File: config.mk
export PLATFORM = sky130hd
export DESIGN_NAME = seven_seg_scan_n
export DESIGN_NICKNAME = d
export VERILOG_FILES = /design/src/rtl/seven_seg_scan_n.sv
export SDC_FILE = /design/constraint.sdc
export NUM_CORES = 1
export LEC_CHECK = 0
export BUFFER_PORTS_ARGS = -buffer_cell sky130_fd_sc_hd__buf_2
export CORE_AREA = 2 2 110 102
export CTS_BUF_LIST = sky130_fd_sc_hd__clkbuf_8
export DETAILED_ROUTE_END_ITERATION = 10
export DIE_AREA = 0 0 112 104
export GPL_TIMING_DRIVEN = 0
export HOLD_SLACK_MARGIN = 0.1
export PLACE_DENSITY = 0.59
export REMOVE_ABC_BUFFERS = 1
export SLEW_MARGIN = 20
export SYNTH_ARGS = -nofsm -noshare
export SYNTH_HDL_FRONTEND = slang
export SYNTH_SLANG_ARGS = --single-unit
File: constraint.sdc
create_clock -name CLK -period 1.86 [get_ports CLK]
set_input_delay 0.093 -clock CLK [delete_from_list [all_inputs] [get_ports CLK]]
set_output_delay 0.093 -clock CLK [all_outputs]
set_load 0.01 [all_outputs]
File: src/rtl/seven_seg_scan_n.sv
// N-digit multiplexed seven-segment driver.
// Double-buffered digit/dot data (LOAD captures, frame wrap commits), programmable
// refresh divider, leading-zero blanking, per-digit enable and PWM brightness.
// LED_OUT is active-low {dp,g,f,e,d,c,b,a}; SEG_SELECT is an active-low one-hot anode select.
module seven_seg_scan_n #(
   parameter int NUM_DIGITS   = 4,
   parameter int CLK_DIV_MAX  = 99999,
   parameter int BRIGHT_WIDTH = 4
) (
   input  logic                    CLK,
   input  logic                    RESET,
   input  logic [4*NUM_DIGITS-1:0] DIGITS,
   input  logic [NUM_DIGITS-1:0]   DOTS,
   input  logic                    LOAD,
   input  logic [NUM_DIGITS-1:0]   DIGIT_EN,
   input  logic                    LZ_BLANK,
   input  logic [BRIGHT_WIDTH-1:0] BRIGHTNESS,
   output logic [7:0]              LED_OUT,
   output logic [NUM_DIGITS-1:0]   SEG_SELECT,
   output logic                    FRAME_DONE,
   output logic                    PENDING
);

   localparam int DIV_W = (CLK_DIV_MAX > 0) ? $clog2(CLK_DIV_MAX + 1) : 1;
   localparam int IDX_W = $clog2(NUM_DIGITS);
   localparam logic [DIV_W-1:0] DIV_LAST = DIV_W'(CLK_DIV_MAX);
   localparam logic [IDX_W-1:0] IDX_LAST = IDX_W'(NUM_DIGITS - 1);

   logic [DIV_W-1:0]        div_cnt;
   logic [IDX_W-1:0]        scan_idx;
   logic [BRIGHT_WIDTH-1:0] pwm_cnt;
   logic                    tick;
   logic                    wrap;

   logic [4*NUM_DIGITS-1:0] pend_digits;
   logic [NUM_DIGITS-1:0]   pend_dots;
   logic [4*NUM_DIGITS-1:0] act_digits;
   logic [NUM_DIGITS-1:0]   act_dots;

   logic [NUM_DIGITS-1:0]   blank_mask;
   logic                    zero_above;
   logic [3:0]              cur_digit_p0;
   logic                    cur_blank_p0;
   logic                    anode_on_p0;

   // Hex digit to active-low {g,f,e,d,c,b,a}
   function automatic logic [6:0] hex_to_seg(input logic [3:0] hex);
      case (hex)
         4'h0: hex_to_seg = 7'h40;
         4'h1: hex_to_seg = 7'h79;
         4'h2: hex_to_seg = 7'h24;
         4'h3: hex_to_seg = 7'h30;
         4'h4: hex_to_seg = 7'h19;
         4'h5: hex_to_seg = 7'h12;
         4'h6: hex_to_seg = 7'h02;
         4'h7: hex_to_seg = 7'h78;
         4'h8: hex_to_seg = 7'h00;
         4'h9: hex_to_seg = 7'h10;
         4'hA: hex_to_seg = 7'h08;
         4'hB: hex_to_seg = 7'h03;
         4'hC: hex_to_seg = 7'h46;
         4'hD: hex_to_seg = 7'h21;
         4'hE: hex_to_seg = 7'h06;
         default: hex_to_seg = 7'h0E;
      endcase
   endfunction

   assign tick = (div_cnt == DIV_LAST);
   assign wrap = tick && (scan_idx == IDX_LAST);

   // Refresh divider, digit scan index and free-running PWM counter
   always_ff @(posedge CLK) begin
      if (RESET) begin
         div_cnt  <= '0;
         scan_idx <= '0;
         pwm_cnt  <= '0;
      end else begin
         div_cnt <= tick ? '0 : div_cnt + DIV_W'(1);
         if (tick) begin
            scan_idx <= wrap ? '0 : scan_idx + IDX_W'(1);
         end
         pwm_cnt <= pwm_cnt + BRIGHT_WIDTH'(1);
      end
   end

   // Pending/active double buffer; the active copy only changes at a frame wrap
   always_ff @(posedge CLK) begin
      if (RESET) begin
         pend_digits <= '0;
         pend_dots   <= '0;
         act_digits  <= '0;
         act_dots    <= '0;
         PENDING     <= 1'b0;
         FRAME_DONE  <= 1'b0;
      end else begin
         FRAME_DONE <= wrap;
         if (LOAD) begin
            pend_digits <= DIGITS;
            pend_dots   <= DOTS;
         end
         if (wrap) begin
            // A LOAD on the wrap tick bypasses the pending stage entirely
            act_digits <= LOAD ? DIGITS : pend_digits;
            act_dots   <= LOAD ? DOTS : pend_dots;
            PENDING    <= 1'b0;
         end else if (LOAD) begin
            PENDING <= 1'b1;
         end
      end
   end

   // Leading-zero mask: digit i blanks when it and every digit above it are zero
   always_comb begin
      zero_above = 1'b1;
      blank_mask = '0;
      for (int i = NUM_DIGITS - 1; i >= 0; i--) begin
         zero_above    = zero_above && (act_digits[4*i +: 4] == 4'h0);
         blank_mask[i] = (i != 0) && zero_above;
      end
   end

   assign cur_digit_p0 = act_digits[4*scan_idx +: 4];
   assign cur_blank_p0 = LZ_BLANK && blank_mask[scan_idx];
   assign anode_on_p0  = (pwm_cnt <= BRIGHTNESS) && DIGIT_EN[scan_idx];

   // Registered pin drive: segments and anode for the currently scanned digit
   always_ff @(posedge CLK) begin
      if (RESET) begin
         LED_OUT    <= 8'hFF;
         SEG_SELECT <= '1;
      end else if (anode_on_p0) begin
         LED_OUT    <= {~act_dots[scan_idx], cur_blank_p0 ? 7'h7F : hex_to_seg(cur_digit_p0)};
         SEG_SELECT <= ~(NUM_DIGITS'(1) << scan_idx);
      end else begin
         LED_OUT    <= 8'hFF;
         SEG_SELECT <= '1;
      end
   end

endmodule
## Yosys cells after proc, flatten, opt, wreduce, memory -nomap -nowiden

Memories as Yosys holds them, arrays and structs flattened. A register that Yosys moved wholly into a read port is not among the register bits.
Index checks and enable logic that the tools add are counted.

| operators by class | value |
|---|---|
| $add $sub $neg | 3 |
| $lt $le $gt $ge | 2 |
| equality and inequality tests | 2 |
| shift-type cells | 2 |
| mux-type cells | 9 |
| bitwise gates (word level) | 3 |
| reductions and logical operators | 12 |

Operators with widths:

| cell | count |
|---|---|
| $add 17x1->17 const B | 1 |
| $eq 17x17->1 const B | 1 |
| $mux 16 | 1 |
| $shiftx 16x5->4 | 1 |
| $logic_not 4->1 | 3 |
| $bmux 1 s2 | 3 |
| $reduce_or 2->1 | 3 |
| $logic_and 1x1->1 | 5 |
| $add 4x1->4 const B | 1 |
| $le 4x4->1 | 1 |
| $mux 4 | 1 |
| $not 4->4 | 1 |
| $shl 1x2->4 const A | 1 |
| $lt 2x3->1 const B | 1 |
| $mux 1 | 3 |
| $reduce_or 3->1 | 1 |
| $add 2x1->2 const B | 1 |
| $eq 2x2->1 const B | 1 |
| $mux 2 | 1 |
| $not 1->1 | 2 |

| storage, ports and cells | value |
|---|---|
| flip-flop bits (word level) | 70 |
| bits in read-only memories | 112 |
| input bits | 32 |
| output and inout port bits | 14 |
| word-level logic and storage cells | 45 |
| memories kept | 1 |

Memories:

| memory | depth | width | read ports | clocked after memory_dff | write ports | RTL line | RTL |
|---|---|---|---|---|---|---|---|
| (no name shown) | 16 | 7 | 1 | 1 | 0 | 48 | `case (hex)` |

## Logic depth before layout (Yosys ltp)

Gate-level depths: netlist (run 1).

| depth | value |
|---|---|
| depth after elaboration | 7 |
| depth in mapped cells | 7 |
| gate-level depth less buffers | 7 |

## Worst setup path before layout (run 1)

No wires, ideal clock.

| timing | value |
|---|---|
| kind | register -> register |
| from | register scan_idx[1] |
| to | register LED_OUT[0] |
| library setup time | 0.144 ns |
| arrival time | 1.822 ns |
| required time | 1.716 ns |
| setup slack | -0.106 ns |
| stages on the path, launching flop included | 7 |
| buffers on the path | 1 |
| period minus slack after synthesis | 1.966 ns |
| cell sequence | dfxtp_1 clkbuf_1 mux4_2 ha_1 mux2_2 a22oi_1 nand3_1 |

| on the way | value |
|---|---|
| word-level cells in the longest chain between the ends | 5 |
| elaborated cells between the ends (all ways) | 9 |
| classes of those cells | shift (1); mux (4); bitwise (1); reduce/logical (3) |

RTL lines:

| what | RTL line | RTL |
|---|---|---|
| from (decl) | 30 | `logic [IDX_W-1:0] scan_idx;` |
| from (signal assigned) | 80 | `scan_idx <= wrap ? '0 : scan_idx + IDX_W'(1);` |
| $bmux 1 s2 | 124 | `assign anode_on_p0 = (pwm_cnt <= BRIGHTNESS) && DIGIT_EN[scan_idx];` |
| $mux 1 (not written as such) | 124 |  |
| $logic_and 1x1->1 | 124 |  |
| $not 1->1 (no source line) | - |  |
| $reduce_or 3->1 (no source line) | - |  |
| to (decl) | 18 | `output logic [7:0] LED_OUT,` |

Parallel ways exist; a longest one is shown, timed or not. The select of a mux whose other input is x is not followed.
A chain may end at the register's enable or synchronous reset.

## Final worst setup path (run 1)

| timing | value |
|---|---|
| from | register scan_idx[0] |
| to | register LED_OUT[0] |

Same word-level chain as after synthesis.

==> results of run 1 <==
==> final cells by class <==
class                      instances  area share (%)
multi-input combinational        230           41.54
clock inverter                     6          0.9204
timing repair buffer              76           12.29
inverter                          13           1.158
tap                              133           3.949
sequential                        77           36.88
clock buffer                      10           3.266
==> registers in the layout, indices dropped and copies added, names as in the netlist <==
name         count
pwm_cnt          4
div_cnt         17
PENDING          1
SEG_SELECT       4
pend_digits     16
scan_idx         2
FRAME_DONE       1
act_dots         4
act_digits      16
pend_dots        4
LED_OUT          8
==> what timing repair did <==
action | CTS | global route
setup buffers | 7 | 3
hold buffers | 21 | 0
cloned | 0 | 3
pin swaps | 1 | 7
gates resized for setup | 9 | 24
endpoints found under the hold margin | 46 | 0
endpoints found under the setup margin | 45 | 45
==> cell families (layout without fill, tap and decap cells) <==
logic type | count (synthesis) | in the layout | share of synthesized area [%]
AOI/OAI and AO/OA | 41 | 42 | 8.210
adders and majority gates | 16 | 16 | 6.081
muxes | 30 | 30 | 11.52
buffers and inverters | 29 | 105 | 4.827
xor gates and xnor gates | 18 | 18 | 4.789
and+or+nand+nor | 122 | 124 | 17.75
DFF | 77 | 77 | 46.83
==> critical path, cell delays in order (launching register included) <==
cell,delay (ns)
dfxtp_4,0.40
mux4_2,0.59
ha_4,0.21
mux2_4,0.26
a22oi_2,0.15
nand3_1,0.09
==> power by group <==
| group | internal (uW) | leakage [uW] | switching, uW |
|---|---|---|---|
| combinational | 124 | 0.00104 | 119 |
| sequential | 1690 | 0.000631 | 21.1 |
| clock | 515 | 0.0000880 | 615 |
| total | 2330 | 0.00176 | 755 |
==> routing by layer <==
layer | routed length (um) | vias to the layer above | global-route usage, % | part of all wire, %
li1 | - | 1289 | - | -
met4 | 60 | 0 | 4.181 | 0.88
met1 | 3021 | 1163 | 13.23 | 44
met5 | 0 | - | 0 | 0
met3 | 313 | 10 | 4.662 | 4.6
met2 | 3446 | 53 | 20.26 | 50
==> stage by stage <==
stage | setup WS (ns) | total power, uW | cell area, sq um | hold slack [ns] | instances
CTS | -0.005060 | 3119 | 4053 | 0.2236 | 539
floorplan | -0.2281 | 1857 | 3182 | 0.1597 | 317
global placement | -0.4563 | 1945 | 3573 | 0.3644 | 495
global route | -0.05597 | 3234 | 4214 | 0.2841 | 545
detailed placement | -0.4514 | 1953 | 3573 | 0.3710 | 495
finish | 0.03247 | 3088 | 4214 | 0.2503 | 545
==> path summary, 6_finish.rpt <==
path / from / endpoint / slack, ns / cells past startpoint
setup / recovery: scan_idx[0]$_SDFFE_PP0P_ / LED_OUT[0]$_SDFF_PP1_ / 0.03 / 5
setup reg to reg: scan_idx[0]$_SDFFE_PP0P_ / LED_OUT[0]$_SDFF_PP1_ / 0.03 / 5
hold / removal: RESET / pend_digits[2]$_SDFF_PP0_ / 0.25 / 2
hold reg to reg: act_dots[3]$_SDFFE_PP0P_ / act_dots[3]$_SDFFE_PP0P_ / 0.45 / 2
==> layout by cell type, fill, tap and decap left out, types with 3 or more instances in the layout <==
cell,n
xor2_1,12
nand3b_4,3
clkinv_2,3
dfxtp_1,71
nand2_1,37
inv_1,11
ha_1,14
clkbuf_8,10
mux2i_1,21
mux4_2,6
xnor2_1,6
buf_2,45
buf_4,8
dlygate4sd3_1,21
dfxtp_2,4
nor2_1,48
a21oi_1,3
nand3_1,11
o21ai_1,14
o21ai_2,7
o211ai_1,6
nand4_1,4
==> summary.txt, run 1 <==
Route
  – ANT nets after route: 0
  – Initial drt markers: 58
  – Via density: 4.615
  – Detailed-route via count: 2515
  – Detailed-router iteration count before antenna repair: 7
  – DRC Markers: 0
  – WL per Instance: about 13 um
  – Routed wire length: 6.841 mm

STA
  – Fin. max-slew vios: 0
  – Slew headroom: 54.00%
  – Final period utilization: 98.25%
  – # setup viols final: 0
  – Final setup TNS: 0 ns
  – Clock skew: between 0.01 and 0.015 ns
  – Min Tclk post-route: 1.828 ns
  – Hold Fails Final Rpt: 0
  – Slew @ Worst Pin: 0.6837 ns
  – Peak Freq: 547.2 MHz
  – RSZ-0062 raised after global routing: true

Setup path
  – CP Max Fanout: 5
  – Required time of the critical path: about 2.1 ns
  – Startpoint Class: flop
  – Critical path type: reg2reg
  – Worst Path Arrival: 2.05 ns
  – CP endpoint kind: flop

Synth
  – EDFF count, synth: 0
  – Synth warnings: 0
  – Avg Cell Area, Syn: ~9.9 sq um
  – Synth top area share: 46.83%
  – Post-synth cell types: 47
  – Cell Area, Synth: 3292 sq um
  – Post-synth top cells: dfxtp_1, nor2_1, nand2_1
  – Synth async-reset ratio: 0%
  – Post-synth top area cell: dfxtp_1
  – Post-synthesis sequential area ratio: between 40% and 50%
  – Post-Synthesis Cells: 333
  – Ys flop type: dfxtp_1
  – Yosys reg bits: 77
  – Largest cells by area after synthesis: dfxtp_1, mux2i_1, ha_1
  – Most common cell in the netlist: dfxtp_1

CTS
  – Max H-tree Level: 3
  – Inserted Clock Buffers: 9
  – Clk Latency, worst-skew pair: ~0.36 ns
  – CTS tree: yes
  – Clk slew on worst S/H paths: 0.09 ns
  – Root buffer cell: clkbuf_8
  – CTS sink cnt: 77
  – Worst-case clock buffer depth: 2

Placement
  – Post-DP HPWL: 4.479 mm
  – Placer Congestion: 0.8213
  – Port Buffers: 45

Global route
  – Tot GR Track Use: a little under an eighth
  – First-pass GRT wire length: around 11 mm
  – Largest net degree at the start of global routing: 32
  – Grt total ovfl: 0
  – Vias in the first global route: 2547
  – Antenna violations before repair: 0

Layout
  – Final Util: 39.98%
  – # diodes: 0
  – Sequential Area: 1554 sq um
  – Nets: 455
  – Area growth syn-to-layout: 28.01%
  – Share of layout cells above drive strength 1: a little over a quarter
  – Layout fillers: 1065
  – Multi-input gate area: 1750 sq um

Floorplanning
  – Starting density of the core: between 30% and 40%
  – # rows: 36
  – Die area: 11650 sq um
  – DIE HEIGHT: 104 um
  – Die Wd: between 100 and 150 um
  – Io pins: 46
  – CORE AREA: 10540 sq um

Power
  – Pwr dens: 732.7 nW/um^2
  – Leak pwr: 0.001763 uW
  – Worst VDD drop: 315.4 uV

Min path
  – Hold WC Path Type: in2reg

Outcome
  – Run status: finished clean

Run
  – Max-Cap Viols: 0
Note: power is estimated with default switching activity, not from simulation.
==> inputs of run 2 (changes only) <==
Settings changed: GPL_TIMING_DRIVEN 0 to not set.
==> run 2 against run 1 <==
Clock skew about the same. Worst hold slack worse by 0.14 ns. Via count grew 2.8%. Combinational power about the same. Final cell count rose by 2.4%. Die area is the same. Critical path depth did not move. Clock power grew 20%. Critical path type unchanged. Largest cell class unchanged.
==> summary.txt, run 2 (synthesized netlist as in run 1, its figures left out) <==
Outcome
  – Run status: finished clean (unchanged)

Layout
  – Top flop regs: div_cnt: 17 flops, act_digits: 16 flops, pend_digits: 16 flops (unchanged)
  – Share of layout cells above drive strength 1: 27.29% (was 27.18%)
  – Layout fillers: 1078 (was 1065)
  – # diodes: 0 (unchanged)
  – Final Instance Area: 4297 sq um (was 4214 sq um)
  – Most common cell after layout, fill and taps aside: dfxtp_1 (unchanged)
  – Fin cells: 558 (was 545)
  – Leading cell types in the layout, fill and taps excluded: dfxtp_1, nor2_1, buf_2, nand2_1, buf_4 (was dfxtp_1, nor2_1, buf_2, nand2_1)
  – Max FFs per register: 17 (unchanged)
  – Nets: 468 (was 455)
  – Most flops, register: div_cnt (unchanged)
  – Area growth syn-to-layout: 30.52% (was 28.01%)

Global route
  – Vias in the first global route: 2564 (was 2547)
  – First-pass GRT wire length: 11.74 mm (was 11.21 mm)
  – Grt total ovfl: 0 (unchanged)
  – Antenna violations before repair: 0 (unchanged)
  – Largest net degree at the start of global routing: 23 (was 32)
  – Tot GR Track Use: 12.45% (was 11.78%)

Setup path
  – CP Max Fanout: 11 (was 5)
  – CP endpoint kind: flop (unchanged)
  – Required time of the critical path: 2.13 ns (was 2.08 ns)
  – R2R depth: 5 (unchanged)
  – R2r endpoint: act_digits[6]$_SDFFE_PP0P_ (was LED_OUT[0]$_SDFF_PP1_)
  – Critical path type: reg2reg (unchanged)
  – R2r setup slk: 0.05 ns (was 0.03 ns)
  – Startpoint Class: flop (unchanged)
  – Reg-to-reg critical path startpoint: div_cnt[12]$_SDFF_PP0_ (was scan_idx[0]$_SDFFE_PP0P_)
  – Worst Path Arrival: 2.09 ns (was 2.05 ns)

STA
  – Final period utilization: 97.40% (was 98.25%)
  – Final setup TNS: 0 ns (unchanged)
  – RSZ-0062 raised after global routing: true (unchanged)
  – Slew @ Worst Pin: 0.6370 ns (was 0.6837 ns)
  – Setup ws final: 0.04830 ns (was 0.03247 ns)
  – Min Tclk post-route: 1.812 ns (was 1.828 ns)
  – Hold Fails Final Rpt: 0 (unchanged)
  – Peak Freq: 552.0 MHz (was 547.2 MHz)
  – Clock skew: 0.01355 ns (was 0.01320 ns)
  – Fin. max-slew vios: 0 (unchanged)
  – Hold slack: 0.1055 ns (was 0.2503 ns)
  – # setup viols final: 0 (unchanged)
  – Slew headroom: 57.53% (was 54.00%)

CTS
  – CTS sink cnt: 77 (unchanged)
  – Root buffer cell: clkbuf_8 (unchanged)
  – Inserted Clock Buffers: 9 (unchanged)
  – Clk slew on worst S/H paths: 0.09 ns (about the same)
  – CTS tree: yes (unchanged)
  – Clk Latency, worst-skew pair: 0.35 ns (was 0.36 ns)
  – Worst-case clock buffer depth: 2 (unchanged)
  – Max H-tree Level: 3 (unchanged)

Placement
  – Placer Congestion: 0.8336 (was 0.8213)
  – Dpl cells: 517 (was 495)
  – Dpl ws: -0.03624 ns (was -0.4514 ns)
  – Port Buffers: 45 (unchanged)
  – Placement Cell Area: 3751 sq um (was 3573 sq um)
  – Post-DP HPWL: 5.086 mm (was 4.479 mm)

Floorplanning
  – Starting density of the core: 31.23% (unchanged)
  – Io pins: 46 (unchanged)
  – Die area: 11650 sq um (unchanged)
  – # rows: 36 (unchanged)
  – Die Wd: 112 um (unchanged)
  – DIE HEIGHT: 104 um (unchanged)
  – CORE AREA: 10540 sq um (unchanged)

Route
  – Detailed-route via count: 2585 (was 2515)
  – Initial drt markers: 85 (was 58)
  – DRC Markers: 0 (unchanged)
  – Via density: 4.633 (was 4.615)
  – WL per Instance: 12.71 um (was 12.55 um)
  – Routed wire length: 7.091 mm (was 6.841 mm)
  – Detailed-router iteration count before antenna repair: 4 (was 7)
  – ANT nets after route: 0 (unchanged)

Power
  – Worst VDD drop: 499.2 uV (was 315.4 uV)
  – Int Pwr: 2571 uW (was 2333 uW)
  – Net Sw Frac: 22.53% (was 24.45%)
  – Sequential share of power: 51.7% (was 55.6%)
  – Switching power total: 747.9 uW (was 754.8 uW)
  – Leak pwr: 0.001805 uW (was 0.001763 uW)
  – Pwr dens: 772.4 nW/um^2 (was 732.7 nW/um^2)
  – Clock network power share: 40.9% (was 36.6%)
  – Logic pwr share: 7.4% (was 7.9%)

Run
  – Max-Cap Viols: 0 (unchanged)

Min path
  – Hold endpoint: LED_OUT[4]$_SDFF_PP1_ (was pend_digits[2]$_SDFF_PP0_)
  – Min-delay src: LZ_BLANK (was RESET)
  – Hold WC Path Type: in2reg (unchanged)
  – Hold depth: 3 (was 2)
-- run 2: stage by stage --
step	util, %	total power [uW]
detailed placement	35.59	1965
floorplan	-	1857
CTS	39.91	3365
global placement	35.59	1956
finish	40.76	3319
global route	40.76	3461
-- run 2: critical path: stages, from the launching register on --
cell and delay [ns]:
dfxtp_1 0.32, or4_4 0.54, nor4_4 0.31, buf_4 0.21, nand3b_4 0.18, o21ai_2 0.17
-- run 2: worst max path at each step --
stage                                   from                    endpoint  slack [ns]  depth (start not counted)
floorplan           scan_idx[0]$_SDFFE_PP0P_       LED_OUT[0]$_SDFF_PP1_       -0.23                          5
global placement    scan_idx[0]$_SDFFE_PP0P_       LED_OUT[0]$_SDFF_PP1_       -0.02                          5
detailed placement  scan_idx[0]$_SDFFE_PP0P_       LED_OUT[1]$_SDFF_PP1_       -0.04                          6
CTS                    div_cnt[1]$_SDFF_PP0_  act_digits[3]$_SDFFE_PP0P_       -0.01                          6
global route        scan_idx[0]$_SDFFE_PP0P_       LED_OUT[0]$_SDFF_PP1_       -0.03                          5
finish                div_cnt[12]$_SDFF_PP0_  act_digits[6]$_SDFFE_PP0P_        0.05                          5
-- run 2: repair_timing --
item	4_1_cts	5_1_grt
gates resized for setup	7	10
endpoints found under the setup margin	26	30
cloned	1	1
pin swaps	0	5
hold endpoints to repair	40	0
setup buffers	0	3
hold buffers	20	0
-- run 2: final cells by class --
type	count	area [sq um]	share of cell area, %
tap	133	166.4	3.873
inverter	13	48.80	1.136
sequential	77	1543	35.91
clock inverter	7	91.34	2.126
multi-input combinational	229	1694	39.43
clock buffer	9	123.9	2.883
timing repair buffer	90	629.4	14.65
-- run 2: metal layers --
metal	track usage (%)	vias up	part of all wire [%]	wire, um
li1	-	1314	-	-
met1	14.32	1221	44	3148
met2	22.25	40	50	3563
met3	3.613	10	4.1	288
met4	3.920	0	1.3	91
met5	0	-	0	0
-- run 2: power by group through the flow --
| stage | Combinational (uW) | Clock, uW | Sequential (uW) |
|---|---|---|---|
| after floorplan | 99.0 | 0 | 1760 |
| after global routing | 275 | 1470 | 1720 |
| after CTS | 244 | 1400 | 1720 |
| final | 245 | 1360 | 1720 |
| after global placement | 203 | 0 | 1750 |
| after detailed placement | 210 | 0 | 1750 |
